### src/rtl/iq_sample_packer.sv
// Packs 8-bit I/Q pairs two at a time into 32-bit A2F FIFO words, flushing a lone
// half word when capture is disabled, and counts words lost to a full FIFO.
module iq_sample_packer #(
  parameter int unsigned SAMPLE_WIDTH  = 8,
  parameter int unsigned FT_DATA_WIDTH = 32,
  parameter int unsigned DROP_CNT_W    = 16
) (
  input  logic                     clk,
  input  logic                     reset,
  input  logic                     enable,
  input  logic                     sample_valid,
  input  logic [SAMPLE_WIDTH-1:0]  sample_i,
  input  logic [SAMPLE_WIDTH-1:0]  sample_q,
  input  logic                     fifo_full,
  output logic                     fifo_wr_req,
  output logic [FT_DATA_WIDTH-1:0] fifo_wdata,
  output logic                     wr_incomming,
  output logic                     overflow,
  output logic [DROP_CNT_W-1:0]    drop_count,
  input  logic                     clear_stats
);

  localparam int unsigned HALF_W = 2 * SAMPLE_WIDTH;

  typedef enum logic {
    EMPTY = 1'b0,
    HALF  = 1'b1
  } state_t;

  state_t                     state;
  state_t                     state_d;
  logic [HALF_W-1:0]          half_q;
  logic [HALF_W-1:0]          half_d;
  logic                       accept_c;
  logic                       word_done_c;
  logic [FT_DATA_WIDTH-1:0]   word_c;

  assign accept_c = enable & sample_valid;

  // Next state and word assembly; a disable in HALF flushes pair A zero-padded.
  always_comb begin
    state_d     = state;
    half_d      = half_q;
    word_done_c = 1'b0;
    word_c      = '0;
    case (state)
      EMPTY: begin
        if (accept_c) begin
          half_d  = {sample_q, sample_i};
          state_d = HALF;
        end
      end
      HALF: begin
        if (accept_c) begin
          word_c      = FT_DATA_WIDTH'({sample_q, sample_i, half_q});
          word_done_c = 1'b1;
          state_d     = EMPTY;
        end else if (!enable) begin
          word_c      = FT_DATA_WIDTH'(half_q);
          word_done_c = 1'b1;
          state_d     = EMPTY;
        end
      end
      default: state_d = EMPTY;
    endcase
  end

  // State, partial word and registered FIFO write port.
  always_ff @(posedge clk or posedge reset) begin
    if (reset) begin
      state       <= EMPTY;
      half_q      <= '0;
      fifo_wr_req <= 1'b0;
      fifo_wdata  <= '0;
    end else begin
      state       <= state_d;
      half_q      <= half_d;
      fifo_wr_req <= word_done_c & ~fifo_full;
      if (word_done_c && !fifo_full) begin
        fifo_wdata <= word_c;
      end
    end
  end

  // Drop statistics; clear beats a coincident drop.
  always_ff @(posedge clk or posedge reset) begin
    if (reset) begin
      overflow   <= 1'b0;
      drop_count <= '0;
    end else if (clear_stats) begin
      overflow   <= 1'b0;
      drop_count <= '0;
    end else if (word_done_c && fifo_full) begin
      overflow <= 1'b1;
      if (drop_count != {DROP_CNT_W{1'b1}}) begin
        drop_count <= drop_count + DROP_CNT_W'(1);
      end
    end
  end

  assign wr_incomming = (state == HALF) | fifo_wr_req | accept_c;

endmodule

### config.mk
export PLATFORM = sky130hd
export DESIGN_NAME = iq_sample_packer
export DESIGN_NICKNAME = d
export VERILOG_FILES = /design/src/rtl/iq_sample_packer.sv
export SDC_FILE = /design/constraint.sdc
export NUM_CORES = 1
export LEC_CHECK = 0
export BUFFER_PORTS_ARGS = -buffer_cell sky130_fd_sc_hd__clkbuf_2
export CAP_MARGIN = 0
export CORE_MARGIN = 3
export CORE_UTILIZATION = 47
export DETAILED_ROUTE_END_ITERATION = 8
export HOLD_SLACK_MARGIN = 0.12
export PLACE_DENSITY = 0.75
export SYNTH_ARGS = -nofsm -noshare
export SYNTH_HDL_FRONTEND = slang
export SYNTH_SLANG_ARGS = --single-unit
### constraint.sdc
create_clock -name clk -period 1.8 [get_ports clk]
set_input_delay 0.18 -clock clk [delete_from_list [all_inputs] [get_ports clk]]
set_output_delay 0.18 -clock clk [all_outputs]
set_load 0.05 [all_outputs]
== Word-level counts from Yosys, hierarchy flattened ==
Index checks and enable logic that the tools add are counted.
Storage, ports and cells
  register bits after elaboration: 67
  output and inout bits: 51
  logic and storage cells: 36
Cells by class
  add/sub/neg operators: 1
  eq/ne operators: 1
  multiplexer cells: 15
  bitwise logic cells: 6
  reduce and logical (&&, ||, !) cells: 7
Operator list (number)
  $mux 16: 4
  $mux 32: 2
  $add 16x1->16 const B: 1
  $ne 16x16->1 const B: 1
  $mux 1: 8
  $reduce_and 2->1: 2
  $reduce_bool 2->1: 2
  $and 1x1->1: 2
  $logic_and 1x1->1: 2
  $not 1->1: 2
  $or 1x1->1: 2
  $pmux 1 s2: 1
  $logic_not 1->1: 1

== Longest topological paths before layout ==
Gate-level depths: netlist of the first run.
  word-level depth: 6
  depth in mapped cells: 8

== Worst setup path after synthesis of the first run ==
Ideal clock, no wire load.
  kind: reg2reg
  start: register drop_count[0]
  end: register drop_count[3]
  library setup time: 0.128 ns
  arrival: 2.009 ns
  data required time: 1.672 ns
  setup slack: -0.336 ns
  cell stages (with the launch flop): 7
  cells stage by stage: dfrtp_1 ha_1 and3_1 clkbuf_1 a21oi_2 nand4_1 mux2_1
On the way
  word-level cells in the longest chain between the ends: 4
  elaborated cells between the ends (all ways): 7
  classes of those cells: add/sub: 1; eq/ne: 1; mux: 3; reduce/logical: 2
RTL lines
  start, declared: RTL line 19  | output logic [DROP_CNT_W-1:0] drop_count,
  start signal, assigned: RTL line 96  | drop_count <= drop_count + DROP_CNT_W'(1);
  $add 16x1->16: RTL line 96
  $mux 16: RTL line 95  | if (drop_count != {DROP_CNT_W{1'b1}}) begin
  $mux 16: RTL line 93  | end else if (word_done_c && fifo_full) begin
  $mux 16: RTL line 90  | end else if (clear_stats) begin
Parallel ways exist; a longest one is shown, timed or not. The select of a mux whose other input is x is not followed.
A chain may end at the register's enable or synchronous reset.

== Worst setup path in the final report of the first run ==
  start: register drop_count[1]
  end: register drop_count[13]
The elaborated chain is that of the path after synthesis.

==> results.toml, run 1 <==
[global_routing]
grt_use_total = 0.196
grt.overflow.total = 0
grt_max_degree = 33
grt_pass1_wl_um = 11100
antenna_found_initial = 0
grt_pass1_vias = 2295

[route]
vias = 2308
drtAntennaViolNets = 0
drc = 0
wl_um = 6510
drtIter0Drc = 102
wl_per_cell_um = 14.3
drtPass1Iterations = 5
viasPerCell = 5.08

[placed_design]
port_buffers = 72
routabilityCongestion = 0.781
dp_hpwl_um = 4510

[clock_tree]
htreeDepth = 3
clock_latency_ns = 0.34
clk_pin_slew_ns = 0.07
cts_buffers = 9
cts_setup_buffers = 0
clockBufferDepth = 2
cts_tree = "built"
clock-root-buffer = "clkbuf_8"
clock_sinks = 67

[cells_and_area]
finalNetCount = 400
drive_above_1_share = 0.366
area_delta_synth_final_pct = 31.0
fin_util = 0.657
layout_commonest_cell = "nand2_1"
antennaDiodeCount = 0
most-common-layout-cells = "nand2_1, clkbuf_2, dfrtp_1"

[power]
fin_total_pwr_uw = 4180
ir_worst_vdd_mv = 0.810
power_density_nw_per_um2 = 1110
p_leak_uw = 0.00192

[timing]
clock_skew_ns = 0.00920
timing.hold.ws_ns = 0.206
finalHoldViolCount = 0
setup_viol = 0
post-route-min-period_ns = 1.72
rsz0062_at_grt = "no"
finalCritPeriodShare = 0.957
fmax_mhz = 581
worstMarginPinSlew_ns = 0.642
slew_headroom = 0.571
slew_viol_final = 0

[logic_synthesis]
yosysWarnings = 0
synth_area_um2 = 2870
syn_nets = 302
yosysSeqAreaShare = 0.585
ys_ff_latch = 67
synthDistinctLibCells = 33
avgSynthCellArea_um2 = 10.3
postSynthCellCount = 279

[floorplan]
initial_core_util = 0.502
ios = 73
rows = 27
die_y_um = 84.1
die_area_um2 = 7070
die_w_um = 84.1
core-area_um2 = 5710

[setup_path]
worst_setup_path_end_kind = "flip-flop"
reg2regPathDepth = 6
critPathRequiredTime_ns = 2.00
cp_max_fo = 7
crit_arrival_ns = 1.92
critPathKind = "reg2reg"
cp-start-kind = "flip-flop"

[hold_path]
holdPathStages = 3
min_path_type = "in2reg"

[flow_run]
cap_viol_max_count = 0

[outcome]
status = "finished, final reports clean"
-- sequential cells by signal, indices dropped and copies added (netlist names) --
signal       flops
overflow         1
fifo_wdata      32
half_q          16
drop_count      16
fifo_wr_req      1
state            1
-- report_power, final --
group | switching, µW | internal [µW] | leakage (µW)
combinational | 920 | 311 | 0.000999
clock | 564 | 493 | 0.0000791
sequential | 137 | 1750 | 0.000846
total | 1620 | 2560 | 0.00192
-- critical path: stages, from the launching register on --
cell	delay [ns]
dfrtp_2	0.45
ha_4	0.18
and3_4	0.22
a31oi_1	0.31
nand4_1	0.16
xor2_1	0.20
nor2_1	0.06
-- per-stage QoR --
step                      instance area, µm²  worst slack [ns]  std cells  setup TNS, ns
after detailed placement                3410            0.0221        420              0
final                                   3750            0.0775        454              0
after global routing                    3750            0.0159        454              0
after global placement                  3410             0.124        420              0
after floorplan                         2930           -0.0615        279        -0.0974
after CTS                               3750           0.00423        454              0
-- kinds of logic (layout without fill, tap and decap cells) --
group | after synthesis | after routing | share of synthesized area
flops | 67 | 67 | 0.585
buf+inv | 18 | 121 | 0.0262
xor+xnor | 11 | 11 | 0.0336
simple gates | 153 | 153 | 0.251
compound gates | 10 | 10 | 0.0253
mux | 19 | 19 | 0.0742
fa+ha+maj | 1 | 1 | 0.00437
-- final cells by class --
| type | count | area, µm² |
|---|---|---|
| repair buffers | 101 | 636 |
| well taps | 72 | 90.1 |
| fillers | 445 | 1960 |
| clock buffers | 11 | 131 |
| multi-input cells | 194 | 1150 |
| clock inverters | 5 | 30.0 |
| flip-flops and latches | 67 | 1690 |
| inverters | 4 | 18.8 |
-- synthesized netlist by cell type, drive strengths merged --
cell type  instances  share of area
o2111a             1         0.0039
a21oi              5          0.010
nand2             86           0.11
and2               3         0.0066
nor4b              1         0.0083
nor4               3          0.012
nand2b             4         0.0087
mux2i              1         0.0035
nand4              6          0.018
nor2              18          0.024
nor2b              2         0.0044
xor2               6          0.018
and4               1         0.0031
clkbuf             8          0.010
a31oi              1         0.0022
buf                6          0.010
or3                1         0.0022
xnor2              5          0.015
a2111oi            1         0.0031
mux2              18          0.071
nand3             22          0.038
nor3               2         0.0035
inv                4         0.0052
a31o               2         0.0061
nand4b             1         0.0031
dfrtp             67           0.59
and3               2         0.0044
or2                1         0.0022
ha                 1         0.0044
-- per-layer routing --
metal	share of wire	GRT usage	vias to the layer above	wire, µm
met5	0	0	-	0
met4	0.020	0.0775	0	128
met3	0.049	0.0424	13	319
met2	0.47	0.311	65	3070
met1	0.46	0.262	1113	2990
li1	-	-	1117	-
-- what timing repair did --
action                                 in CTS  in global routing
hold buffers                               18                  0
resized for setup                           0                  2
endpoints found under the hold margin      58                  0
setup endpoints to repair                   0                  1
-- final timing paths --
| check | from | endpoint | slack, ns |
|---|---|---|---|
| min | sample_valid | state | 0.21 |
| max reg2reg | drop_count[1] | drop_count[13] | 0.08 |
| max | drop_count[1] | drop_count[13] | 0.08 |
| min reg2reg | half_q[2] | fifo_wdata[2] | 0.46 |
| max in group asynchronous | reset | drop_count[7] | 0.75 |
| min in group asynchronous | reset | half_q[9] | 0.46 |
Note: power is estimated with default switching activity, not from simulation.
==> run 2: changes to the inputs <==
--- a/config.mk
+++ b/config.mk
@@ -5,13 +5,14 @@
 export SDC_FILE = /design/constraint.sdc
 export NUM_CORES = 1
 export LEC_CHECK = 0
+export ABC_AREA = 1
 export BUFFER_PORTS_ARGS = -buffer_cell sky130_fd_sc_hd__clkbuf_2
 export CAP_MARGIN = 0
 export CORE_MARGIN = 3
-export CORE_UTILIZATION = 47
+export CORE_UTILIZATION = 48
 export DETAILED_ROUTE_END_ITERATION = 8
 export HOLD_SLACK_MARGIN = 0.12
-export PLACE_DENSITY = 0.75
+export PLACE_DENSITY = 0.76
 export SYNTH_ARGS = -nofsm -noshare
 export SYNTH_HDL_FRONTEND = slang
 export SYNTH_SLANG_ARGS = --single-unit
==> run 2 against run 1 <==
Compared with the run above: worst setup slack better by 0.20 ns; global-route usage is 0.60 points higher; utilization is 1.4 points lower; clock power is 30% higher; clock-buffer cell count is 2 lower; power is 4.1% higher; clock skew is 0.0036 ns higher; first-iteration DRC count is 54% higher; final cell count is 14% higher; synthesized cell count is 23% higher; sequential share of layout area is 1.4 points lower; non-clock buffer count is 7 lower.
==> results.toml, run 2 <==
[outcome]
status = "finished, final reports clean"

[floorplan]
rows = 28
core-area_um2 = 5960
initial_core_util = 0.500
die_w_um = 84.8
ios = 73
die_area_um2 = 7190
die_y_um = 84.8

[clock_tree]
cts_setup_buffers = 0
clock-root-buffer = "clkbuf_8"
clock_latency_ns = 0.34
clockBufferDepth = 2
clk_pin_slew_ns = 0.07
htreeDepth = 3
cts_resized = 0
cts_tree = "built"
clock_sinks = 67
cts_buffers = 9

[route]
wl_um = 6720
drtAntennaViolNets = 0
drc = 0
viasPerCell = 4.91
drtIter0Drc = 157
vias = 2536
wl_per_cell_um = 13.0
drtPass1Iterations = 4

[timing]
slew_headroom = 0.669
finalHoldViolCount = 0
finalCritPeriodShare = 0.847
clock_skew_ns = 0.0128
rsz0062_at_grt = "no"
fmax_mhz = 656
worstMarginPinSlew_ns = 0.495
slew_viol_final = 0
post-route-min-period_ns = 1.52
fin_tns_setup_ns = 0
setup_viol = 0

[power]
combPwrFrac = 0.256
pwr-share-seq = 0.426
ir_worst_vdd_mv = 0.667
swShare = 0.358
p_switching_uw = 1560
power_density_nw_per_um2 = 1130
p_int_uw = 2790
p_leak_uw = 0.00204
pwr-share-clk = 0.317

[flow_run]
cap_viol_max_count = 0

[placed_design]
dp_hpwl_um = 4580
routabilityCongestion = 0.905
port_buffers = 72

[cells_and_area]
layout_commonest_cell = "nand2_1"
largest_reg_flops = 32
nFillCells = 524
top_regs = "fifo_wdata: 32 flops, drop_count: 16 flops, half_q: 16 flops"
antennaDiodeCount = 0
finalNetCount = 459
register_area_um2 = 1680
area_delta_synth_final_pct = 28.7
drive_above_1_share = 0.265
fin_util = 0.644
regMostFlops = "fifo_wdata"
multi_input_area_um2 = 1160
most-common-layout-cells = "nand2_1, clkbuf_2, dfrtp_1"

[logic_synthesis]
yosysSeqAreaShare = 0.563
yosysWarnings = 0
ys_ff_latch = 67
yosysTopAreaCell = "dfrtp_1"
async_reset_ff_frac = 1.00
syn_nets = 365
synth_area_um2 = 2980
synth-edff-count = 0
postSynthCellCount = 342
avgSynthCellArea_um2 = 8.71
ys.flop_type = "dfrtp_1"
synth_most_common_cell = "nand2_1"
synth_top_area_frac = 0.563
synthTopCellsByCount = "nand2_1, dfrtp_1, nand3_1"
synthDistinctLibCells = 23
ys_top_cells_by_area = "dfrtp_1, nand2_1, mux2_2"

[setup_path]
cp_max_fo = 19
crit_arrival_ns = 1.73
worst_setup_path_end_kind = "flip-flop"
critPathRequiredTime_ns = 2.01
critPathKind = "reg2reg"
cp-start-kind = "flip-flop"

[hold_path]
min_path_type = "in2reg"

[global_routing]
antenna_found_initial = 0
grt_use_total = 0.202
grt_pass1_vias = 2420
grt.overflow.total = 0
grt_max_degree = 47
grt_pass1_wl_um = 11500
## run 2: cell types whose count changed after synthesis, sizes merged, moves of 5 or more
cell,change
nand2,+63
a21oi,-5
o21ai,+12
inv,+18
nand3,+7
mux2,-5
## run 2: layout make-up
cell class,count,share of cell area
Timing Repair Buffer,94,0.155
Clock buffer,9,0.0323
Multi-Input combinational cell,242,0.303
Clock inverter,7,0.0258
Sequential cell,67,0.437
Tap cell,75,0.0245
Inverter,22,0.0225
## run 2: what timing repair did
action,CTS,global route
endpoints found under the setup margin,0,0
hold endpoints to repair,52,0
hold buffers,17,0
## run 2: final timing paths
check                         startpoint              to  slack [ns]  cells past startpoint
setup / recovery           drop_count[0]   drop_count[8]        0.28                      8
hold / removal               clear_stats   drop_count[4]        0.14                      4
setup reg to reg           drop_count[0]   drop_count[8]        0.28                      8
hold reg to reg               half_q[10]  fifo_wdata[10]        0.47                      2
max in group asynchronous          reset   drop_count[8]        0.82                      4
min in group asynchronous          reset  fifo_wdata[28]        0.40                      3
## run 2: stage by stage
step	setup WS [ns]	hold WS [ns]	instance area (µm²)	power [µW]	cells
after global placement	0.350	0.228	3440	2950	483
after global routing	0.0879	0.157	3830	4570	516
after detailed placement	0.283	0.232	3440	2980	483
after CTS	0.261	0.125	3830	4400	516
final	0.276	0.144	3830	4350	516
after floorplan	0.0100	0.318	2980	2680	342
## run 2: power by group through the flow
| stage | registers, µW | logic, µW | clock network, µW |
|---|---|---|---|
| 2_1_floorplan | 2410 | 272 | 0 |
| 5_1_grt | 1880 | 1200 | 1490 |
| 6_report | 1850 | 1120 | 1380 |
| 3_5_place_dp | 1880 | 1100 | 0 |
| 4_1_cts | 1860 | 1130 | 1420 |
| 3_3_place_gp | 1870 | 1070 | 0 |
## run 2: kinds of logic (layout without fill, tap and decap cells)
family | count (synthesis) | after routing | synth area share
simple gates | 204 | 204 | 0.283
flops | 67 | 67 | 0.563
buf+inv | 33 | 132 | 0.0479
compound gates | 17 | 17 | 0.0328
mux | 13 | 13 | 0.0491
xor+xnor | 7 | 7 | 0.0206
fa+ha+maj | 1 | 1 | 0.00420
## run 2: layer usage
| metal | vias up | track usage | share of wire |
|---|---|---|---|
| met3 | 10 | 0.0451 | 0.045 |
| met5 | - | 0 | 0 |
| met4 | 0 | 0.0878 | 0.016 |
| met2 | 61 | 0.322 | 0.50 |
| li1 | 1271 | - | - |
| met1 | 1194 | 0.266 | 0.44 |
## run 2: critical path, stage by stage (launching register included)
cell	delay, ns
dfrtp_1	0.40
ha_1	0.23
nand2_1	0.08
nor2_2	0.12
nand2_1	0.08
inv_1	0.09
nand3_2	0.10
nand2_4	0.19
o21ai_0	0.11
==> run 3: changes to the inputs <==
--- a/config.mk
+++ b/config.mk
@@ -5,14 +5,14 @@
 export SDC_FILE = /design/constraint.sdc
 export NUM_CORES = 1
 export LEC_CHECK = 0
-export ABC_AREA = 1
+export ABC_AREA = 0
 export BUFFER_PORTS_ARGS = -buffer_cell sky130_fd_sc_hd__clkbuf_2
 export CAP_MARGIN = 0
 export CORE_MARGIN = 3
-export CORE_UTILIZATION = 48
+export CORE_UTILIZATION = 52
 export DETAILED_ROUTE_END_ITERATION = 8
 export HOLD_SLACK_MARGIN = 0.12
-export PLACE_DENSITY = 0.76
+export PLACE_DENSITY = 0.78
 export SYNTH_ARGS = -nofsm -noshare
 export SYNTH_HDL_FRONTEND = slang
 export SYNTH_SLANG_ARGS = --single-unit
==> constraint.sdc (replaced) <==
create_clock -name clk -period 1.42 [get_ports clk]
set_input_delay 0.142 -clock clk [delete_from_list [all_inputs] [get_ports clk]]
set_output_delay 0.142 -clock clk [all_outputs]
set_load 0.05 [all_outputs]
==> run 3 against run 2 <==
Compared with the run above: the flow now finishes with violations (negative setup slack); non-clock buffer count rose by 42; worst setup slack got worse by 0.47 ns; register-to-register slack got worse by 0.47 ns; clock-buffer cell count did not move; clock skew fell by 0.0070 ns; combinational power rose by 48%; global-route usage rose by 4.2 points.
==> results.toml, run 3 (synthesis results as in run 1) <==
[cells_and_area]
drive_above_1_share = 0.453
top_regs = "fifo_wdata: 32 flops, drop_count: 16 flops, half_q: 16 flops"
antennaDiodeCount = 0
largest_reg_flops = 32
finalNetCount = 435
layout_commonest_cell = "nand2_1"
area_delta_synth_final_pct = 47.6
regMostFlops = "fifo_wdata"
most-common-layout-cells = "nand2_1, clkbuf_2, dfrtp_1"
nFillCells = 297
stdcell_area_um2 = 4230

[setup_path]
worst_setup_path_end_kind = "flip-flop"
r2r_end = "drop_count[3]"
reg2reg_slack_ns = -0.19
critPathKind = "reg2reg"
cp_max_fo = 4
reg2regPathDepth = 5
critPathRequiredTime_ns = 1.64
r2r_start = "drop_count[7]"
cp-start-kind = "flip-flop"
crit_arrival_ns = 1.84

[global_routing]
grt_use_total = 0.245
grt_max_degree = 68
antenna_found_initial = 0
grt_pass1_wl_um = 12000
grt.overflow.total = 0
grt_pass1_vias = 2507

[hold_path]
holdPathStages = 4
worstHoldEndpoint = "state"
min_path_type = "in2reg"
min_from = "sample_valid"

[clock_tree]
htreeDepth = 3
clock-root-buffer = "clkbuf_8"
cts_tree = "built"
clk_pin_slew_ns = 0.07
clock_sinks = 67
clock_latency_ns = 0.34
clockBufferDepth = 2
cts_buffers = 9

[timing]
slew_headroom = 0.703
fin_ws_ns = -0.194
rsz0062_at_grt = "yes"
worstMarginPinSlew_ns = 0.446
finalHoldViolCount = 0
fmax_mhz = 620
clock_skew_ns = 0.00589
slew_viol_final = 0
setup_viol = 16
fin_tns_setup_ns = -2.05
post-route-min-period_ns = 1.61
finalCritPeriodShare = 1.14

[route]
drc = 0
wl_met1_um = 3090
vias = 2532
wl_um = 7570
drtIter0Drc = 137
drtPass1Iterations = 5
wl_per_cell_um = 15.5
top_layer = "met4"
met3_length_um = 410
viasPerCell = 5.20
drtAntennaViolNets = 0
wl_met2_um = 3910

[floorplan]
ios = 73
initial_core_util = 0.550
core-area_um2 = 5200
die_area_um2 = 6440
die_w_um = 80.2
rows = 26
die_y_um = 80.2

[outcome]
violations = "negative setup slack"
status = "finished with violations"

[flow_run]
cap_viol_max_count = 0

[power]
ir_worst_vdd_mv = 1.06
p_leak_uw = 0.00218
power_density_nw_per_um2 = 1370

[placed_design]
routabilityCongestion = 0.773
post_dp_cell_area_um2 = 3640
port_buffers = 72
dp_hpwl_um = 4510
-- run 3: cell types whose count changed in the layout (fill, tap and decap cells not counted), sizes merged, moves of 4 or more --
cell,before,now
a21oi,0,5
buf,5,47
inv,23,3
mux2,13,18
nand2,149,86
nand2b,0,4
nand3,29,22
nor2,22,18
o21ai,12,0
-- run 3: worst max-delay path by stage --
stage / start / to / cells after the start
2_1_floorplan: drop_count[12] / drop_count[3] / 5
3_3_place_gp: drop_count[1] / drop_count[7] / 5
3_5_place_dp: drop_count[1] / drop_count[7] / 5
4_1_cts: state / wr_incomming / 3
5_1_grt: drop_count[4] / drop_count[1] / 6
6_report: drop_count[7] / drop_count[3] / 5
-- run 3: what timing repair did --
item	4_1_cts	5_1_grt
gates resized for setup	11	14
endpoints found under the hold margin	100	0
setup endpoints to repair	16	49
pin swaps	11	6
buffers inserted	5	4
hold buffers	18	0
cloned	0	1
-- run 3: routing by layer --
layer | vias up | track usage
met3 | 14 | 0.0493
met1 | 1232 | 0.306
li1 | 1190 | -
met5 | - | 0
met2 | 96 | 0.408
met4 | 0 | 0.111
-- run 3: power breakdown --
group          internal [µW]  switching (µW)
Combinational            456            1200
Sequential              2220             180
Clock                    985             746
Total                   3670            2130
-- run 3: layout make-up --
type	count	area, µm²	share of cell area
multi-input cells	194	1230	0.291
inverters	4	21.3	0.00503
clock inverters	7	92.6	0.0219
repair buffers	136	978	0.231
well taps	70	87.6	0.0207
clock buffers	9	124	0.0293
flip-flops and latches	67	1690	0.400
-- run 3: worst max-delay path, stage by stage, from the launching register on --
cell and delay [ns]:
dfrtp_2 0.39, nand4_4 0.15, nor4_4 0.41, a21oi_4 0.13
nand4_1 0.12, mux2_4 0.30
-- run 3: through the flow --
stage	setup slack (ns)	power [µW]	std cells	hold slack [ns]	utilization
after global placement	-0.155	3970	443	0.254	0.699
final	-0.194	5800	487	0.257	0.813
after floorplan	-0.441	3560	279	0.271	-
after CTS	-0.137	5770	482	0.247	0.792
after global routing	-0.289	6040	487	0.274	0.813
after detailed placement	-0.197	4010	443	0.255	0.699
